## src/rtl/btb_update_scheduler.sv

```systemverilog
// btb_update_scheduler: serialises branch-resolution updates from two decode
// slots into the single write port of the branch target buffer. Updates are
// queued in program order, new entries are allocated round-robin, and the
// global-history register is shifted on every accepted resolution.
// Optional statistics counters are compiled in with BTB_SCHED_STATS_EN.
module btb_update_scheduler #(
    parameter int ENTRIES = 128,
    parameter int IDXW    = 7,
    parameter int QDEPTH  = 4,
    parameter int GHRW    = 2
) (
    input  logic                       clk,
    input  logic                       reset,
    input  logic                       flush,
    input  logic                       lookup_busy,
    input  logic                       upd0_valid,
    input  logic [31:0]                upd0_pc,
    input  logic [31:0]                upd0_target,
    input  logic                       upd0_taken,
    input  logic                       upd0_hit,
    input  logic [IDXW-1:0]            upd0_idx,
    input  logic                       upd1_valid,
    input  logic [31:0]                upd1_pc,
    input  logic [31:0]                upd1_target,
    input  logic                       upd1_taken,
    input  logic                       upd1_hit,
    input  logic [IDXW-1:0]            upd1_idx,
    output logic                       upd_ready,
    output logic                       btb_we,
    output logic [IDXW-1:0]            btb_widx,
    output logic [31:0]                btb_wpc,
    output logic [31:0]                btb_wtarget,
    output logic                       btb_wtaken,
    output logic                       btb_walloc,
    output logic [GHRW-1:0]            ghr,
    output logic [$clog2(QDEPTH):0]    q_count,
    output logic [15:0]                stat_writes,
    output logic [15:0]                stat_stalls
);

    localparam int PW = $clog2(QDEPTH);
    localparam int CW = PW + 1;

    typedef struct packed {
        logic [IDXW-1:0] idx;
        logic [31:0]     pc;
        logic [31:0]     target;
        logic            taken;
        logic            alloc;
    } entry_t;

    entry_t          fifo [QDEPTH];
    logic [PW-1:0]   rd_ptr;
    logic [PW-1:0]   wr_ptr;
    logic [IDXW-1:0] alloc_ptr;

    logic            empty;
    logic            acc0, acc1;
    logic            enq0, enq1;
    logic            al0, al1;
    entry_t          ent0, ent1;
    entry_t          head;
    logic [IDXW-1:0] alloc_next;
    logic [GHRW-1:0] ghr_next;
    logic [CW-1:0]   count_next;

    function automatic logic [IDXW-1:0] next_idx(input logic [IDXW-1:0] p);
        return (p == IDXW'(ENTRIES - 1)) ? '0 : p + IDXW'(1);
    endfunction

    assign empty     = (q_count == '0);
    // Room for two is required so both slots can always be accepted together.
    assign upd_ready = !flush && (q_count <= CW'(QDEPTH - 2));
    assign btb_we    = !empty && !lookup_busy && !flush;

    assign head        = fifo[rd_ptr];
    assign btb_widx    = empty ? '0 : head.idx;
    assign btb_wpc     = empty ? '0 : head.pc;
    assign btb_wtarget = empty ? '0 : head.target;
    assign btb_wtaken  = empty ? 1'b0 : head.taken;
    assign btb_walloc  = empty ? 1'b0 : head.alloc;

    // Classify each slot, pick its BTB index and compute next pointer/history values.
    always_comb begin
        acc0 = upd0_valid && upd_ready;
        acc1 = upd1_valid && upd_ready;
        al0  = acc0 && !upd0_hit && upd0_taken;
        al1  = acc1 && !upd1_hit && upd1_taken;
        enq0 = acc0 && (upd0_hit || upd0_taken);
        enq1 = acc1 && (upd1_hit || upd1_taken);

        ent0.idx    = upd0_hit ? upd0_idx : alloc_ptr;
        ent0.pc     = upd0_pc;
        ent0.target = upd0_target;
        ent0.taken  = upd0_taken;
        ent0.alloc  = !upd0_hit;

        ent1.idx    = upd1_hit ? upd1_idx : (al0 ? next_idx(alloc_ptr) : alloc_ptr);
        ent1.pc     = upd1_pc;
        ent1.target = upd1_target;
        ent1.taken  = upd1_taken;
        ent1.alloc  = !upd1_hit;

        alloc_next = alloc_ptr;
        if (al0 && al1)
            alloc_next = next_idx(next_idx(alloc_ptr));
        else if (al0 || al1)
            alloc_next = next_idx(alloc_ptr);

        ghr_next = ghr;
        if (acc0 && acc1)
            ghr_next = GHRW'({ghr, upd0_taken, upd1_taken});
        else if (acc0)
            ghr_next = GHRW'({ghr, upd0_taken});
        else if (acc1)
            ghr_next = GHRW'({ghr, upd1_taken});

        count_next = q_count + CW'(enq0) + CW'(enq1) - CW'(btb_we);
    end

    // Queue storage: slot 0 lands first, slot 1 directly behind it.
    always_ff @(posedge clk) begin
        if (enq0)
            fifo[wr_ptr] <= ent0;
        if (enq1)
            fifo[wr_ptr + PW'(enq0)] <= ent1;
    end

    // Queue pointers, occupancy, allocation pointer and global history.
    always_ff @(posedge clk or posedge reset) begin
        if (reset) begin
            rd_ptr    <= '0;
            wr_ptr    <= '0;
            q_count   <= '0;
            alloc_ptr <= '0;
            ghr       <= '0;
        end else if (flush) begin
            rd_ptr  <= '0;
            wr_ptr  <= '0;
            q_count <= '0;
        end else begin
            if (btb_we)
                rd_ptr <= rd_ptr + PW'(1);
            wr_ptr    <= wr_ptr + PW'(enq0) + PW'(enq1);
            q_count   <= count_next;
            alloc_ptr <= alloc_next;
            ghr       <= ghr_next;
        end
    end

`ifdef BTB_SCHED_STATS_EN
    // Saturating write/stall counters; flush deliberately leaves them alone.
    always_ff @(posedge clk or posedge reset) begin
        if (reset) begin
            stat_writes <= '0;
            stat_stalls <= '0;
        end else begin
            if (btb_we && stat_writes != 16'hFFFF)
                stat_writes <= stat_writes + 16'd1;
            if (!empty && lookup_busy && stat_stalls != 16'hFFFF)
                stat_stalls <= stat_stalls + 16'd1;
        end
    end
`else
    assign stat_writes = '0;
    assign stat_stalls = '0;
`endif

    slot0_idx_range: assert property (@(posedge clk) disable iff (reset)
        (upd0_valid && upd0_hit) |-> (32'(upd0_idx) < ENTRIES));
    slot1_idx_range: assert property (@(posedge clk) disable iff (reset)
        (upd1_valid && upd1_hit) |-> (32'(upd1_idx) < ENTRIES));

endmodule

```

## config.mk

```make
export PLATFORM = sky130hd
export DESIGN_NAME = btb_update_scheduler
export DESIGN_NICKNAME = d
export VERILOG_FILES = /design/src/rtl/btb_update_scheduler.sv
export SDC_FILE = /design/constraint.sdc
export NUM_CORES = 1
export LEC_CHECK = 0
export ABC_CLOCK_PERIOD_IN_PS = 13700
export BUFFER_PORTS_ARGS = -buffer_cell sky130_fd_sc_hd__buf_4
export CORE_MARGIN = 2
export CORE_UTILIZATION = 39
export DETAILED_ROUTE_END_ITERATION = 8
export GPL_ROUTABILITY_DRIVEN = 0
export HOLD_SLACK_MARGIN = 0.05
export MAX_ROUTING_LAYER = met4
export SETUP_SLACK_MARGIN = 0.2
export SLEW_MARGIN = 20
export SYNTH_ARGS = -nofsm -noshare
export SYNTH_HDL_FRONTEND = slang
export SYNTH_SLANG_ARGS = --single-unit
```

## constraint.sdc

```tcl
create_clock -name clk -period 13.7 [get_ports clk]
set_clock_uncertainty 0.1 [all_clocks]
set_input_delay 0.685 -clock clk [delete_from_list [all_inputs] [get_ports clk]]
set_output_delay 0.685 -clock clk [all_outputs]
set_load 0.1 [all_outputs]
```

==> flow_metrics.tcl <==
set metrics [dict create \
    setup_viol 0 \
    ys_types 55 \
    crit_arrival_ns 4.97 \
    drt-initial-drc-count 917 \
    reg2reg_depth 11 \
    rsz0062_at_grt "false" \
    cts_hold_buf 0 \
    drv_cap 0 \
    syn_area_per_cell_um2 11.3 \
    cts_buffer_depth 3 \
    final_hold_viol_count 0 \
    cp_num_buf_inv 4 \
    min_period_over_period 0.360 \
    via_per_inst 5.28 \
    setup_tns_ns 0 \
    slew_headroom 0.285 \
    first_pass_iters 8 \
    hpwl_um 27300 \
    die_w_um 209 \
    slowest_delay_ns 0.88 \
    path_delay_family "simple AND/OR/NAND/NOR gates" \
    crit_cells 11 \
    cts_setup_buffers 0 \
    synth_top_area_frac 0.535 \
    synth_edf_count 292 \
    grt_overflow_total 0 \
    crit_type "reg -> reg" \
    grt_max_degree 76 \
    post-synth-top-count-cell "nand2_1" \
    worst_slew_pin_slew_ns 1.07 \
    start_kind "flop" \
    htreeDepth 2 \
    r2r_start "q_count[1]" \
    post_cts_resized 0 \
    dieArea_um2 43700 \
    cp_common_cell "inv_1" \
    ys_top_cells_by_area "edfxtp_1 (54%), nand2_1 (14%), mux4_2 (10%)" \
    timing.fmax_mhz 203 \
    syn_area_um2 16400 \
    coreArea_um2 41800 \
    ys_ff_latch 308 \
    period_minus_slack_ns 4.94 \
    worstSkewPairLatency_ns 0.52 \
    cts_buffers 35 \
    antenna_found_initial 1 \
    vdd_ir_drop_max_mv 0.304 \
    synth_top_area_cell "edfxtp_1" \
    initial_utilization 0.392 \
    power.density_nw_per_um2 229 \
    ys.flop_type "edfxtp_1" \
    port_buffers 231 \
    clock-root-buffer "clkbuf_16" \
    wl_per_cell_um 20.7 \
    p_leak_nw 7.72 \
    drive_above_1_share 0.234 \
    syn2layout_area_growth_pct 18.8 \
    dr_total_vias 11665 \
    hold_class "in -> async" \
    io_pins 264 \
    crit_end "fifo[0][3]" \
    postLayoutCoreUtil 0.466 \
    crit_chain "inv_1, ha_1, inv_1, a21o_1, or2_1, inv_1, ha_1, nor2_1, nand3_4, o31ai_4, buf_4" \
    drtAntennaViolNets 0 \
    synthArstFlopShare 0.0519 \
    synth_seq_area_share 0.559 \
    final_nets 1807 \
    rows 75 \
    ys_warn_count 0 \
    slew_viol_final 0 \
    run_status "finished clean" \
    drt-total-wl_um 45700 \
    required_ns 13.73 \
    worstSetupEndpointType "flop" \
    synth_common_cells "nand2_1 (595), edfxtp_1 (292), nor2b_1 (78)" \
    clk_pin_slew_ns 0.06 \
    cts_tree "yes" \
    crit_path_top_delay_cell "buf_4" \
    tritoncts_num_sinks 308 \
    drc 0 \
    grtUsageTotal 0.216 \
    grt_pass1_wl_um 69800 \
    rr_endpoint "fifo[0][3]" \
    syn_inst 1455 \
    crit_path_start "q_count[1]" \
    path_max_fanout 58 \
    grt_pass1_vias 11802 \
    reg2reg_slack_ns 8.76 \
    die_y_um 209 \
]
-- per-stage QoR --
step | hold slack [ns] | cell area [um2] | power [mW] | worst slack [ns] | cells
after floorplan | 0.469 | 16500 | 3.09 | 5.53 | 1486
after global placement | 0.433 | 18400 | 3.58 | 8.88 | 2149
after detailed placement | 0.429 | 18400 | 3.60 | 8.75 | 2149
after CTS | 0.199 | 19500 | 4.50 | 8.75 | 2208
after global routing | 0.229 | 19500 | 4.63 | 8.40 | 2209
final | 0.180 | 19500 | 4.46 | 8.76 | 2210
-- metal layers --
metal  global-route usage  vias to the layer above  wire length [um]
met2                0.343                      421             21800
met1                0.290                     5789             19700
met4               0.0631                        0              1100
li1                     -                     5383                 -
met5                    -                        -                 0
met3               0.0329                       72              3080
-- sequential cells by signal, indices dropped and copies added, names as in the netlist --
name / flops
fifo: 292
alloc_ptr: 7
q_count: 3
ghr: 2
rd_ptr: 2
wr_ptr: 2
-- worst min path at each step --
stage | startpoint | cells past startpoint | end
after floorplan | alloc_ptr[4] | 2 | alloc_ptr[4]
after global placement | ghr[1] | 2 | ghr[1]
after detailed placement | ghr[1] | 2 | ghr[1]
after CTS | reset | 2 | rd_ptr[0]
after global routing | reset | 2 | rd_ptr[0]
final | reset | 2 | rd_ptr[0]
-- worst reg2reg max path: stages, from the launching register on --
cell     delay (ns)
dfrtp_1        0.44
inv_1          0.07
ha_1           0.19
inv_1          0.14
a21o_1         0.40
or2_1          0.34
inv_1          0.10
ha_1           0.41
nor2_1         0.44
nand3_4        0.53
o31ai_4        0.47
buf_4          0.88
-- cell type report --
class                      count  area [um2]
clock buffer                  49         981
timing repair buffer         245        1840
sequential                   308        9180
tap                          539         674
inverter                      14        52.6
antenna                        2        5.00
clock inverter                10        93.8
fill                        3742       22300
multi-input combinational   1043        6650
-- cell usage in the layout, fill, tap and decap left out, types with 7 or more instances in the layout --
master,instances
a21oi_1,36
buf_4,245
clkbuf_1,11
clkbuf_16,37
conb_1,32
dfrtp_1,14
edfxtp_1,292
inv_1,12
mux2_1,64
mux2_2,7
mux2i_1,11
mux4_2,73
nand2_1,595
nor2_1,43
nor2b_1,78
o21ai_0,12
xnor2_1,11
-- kinds of logic after synthesis --
kind of cell,Yosys count,synth area share
adder cells (fa/ha/maj),8,0.00702
XOR/XNOR,14,0.00748
flip-flops,308,0.559
other,1,0.000229
AND/OR/NAND/NOR,755,0.192
AO/OA/AOI/OAI,79,0.0298
buffers and inverters,135,0.0481
multiplexers,155,0.156
-- report_power, final --
part           total, mW  internal, mW  switching, mW
clock              0.901         0.534          0.366
sequential          1.29          1.20         0.0898
combinational       2.27         0.565           1.71
(Power assumes the default switching activity.)
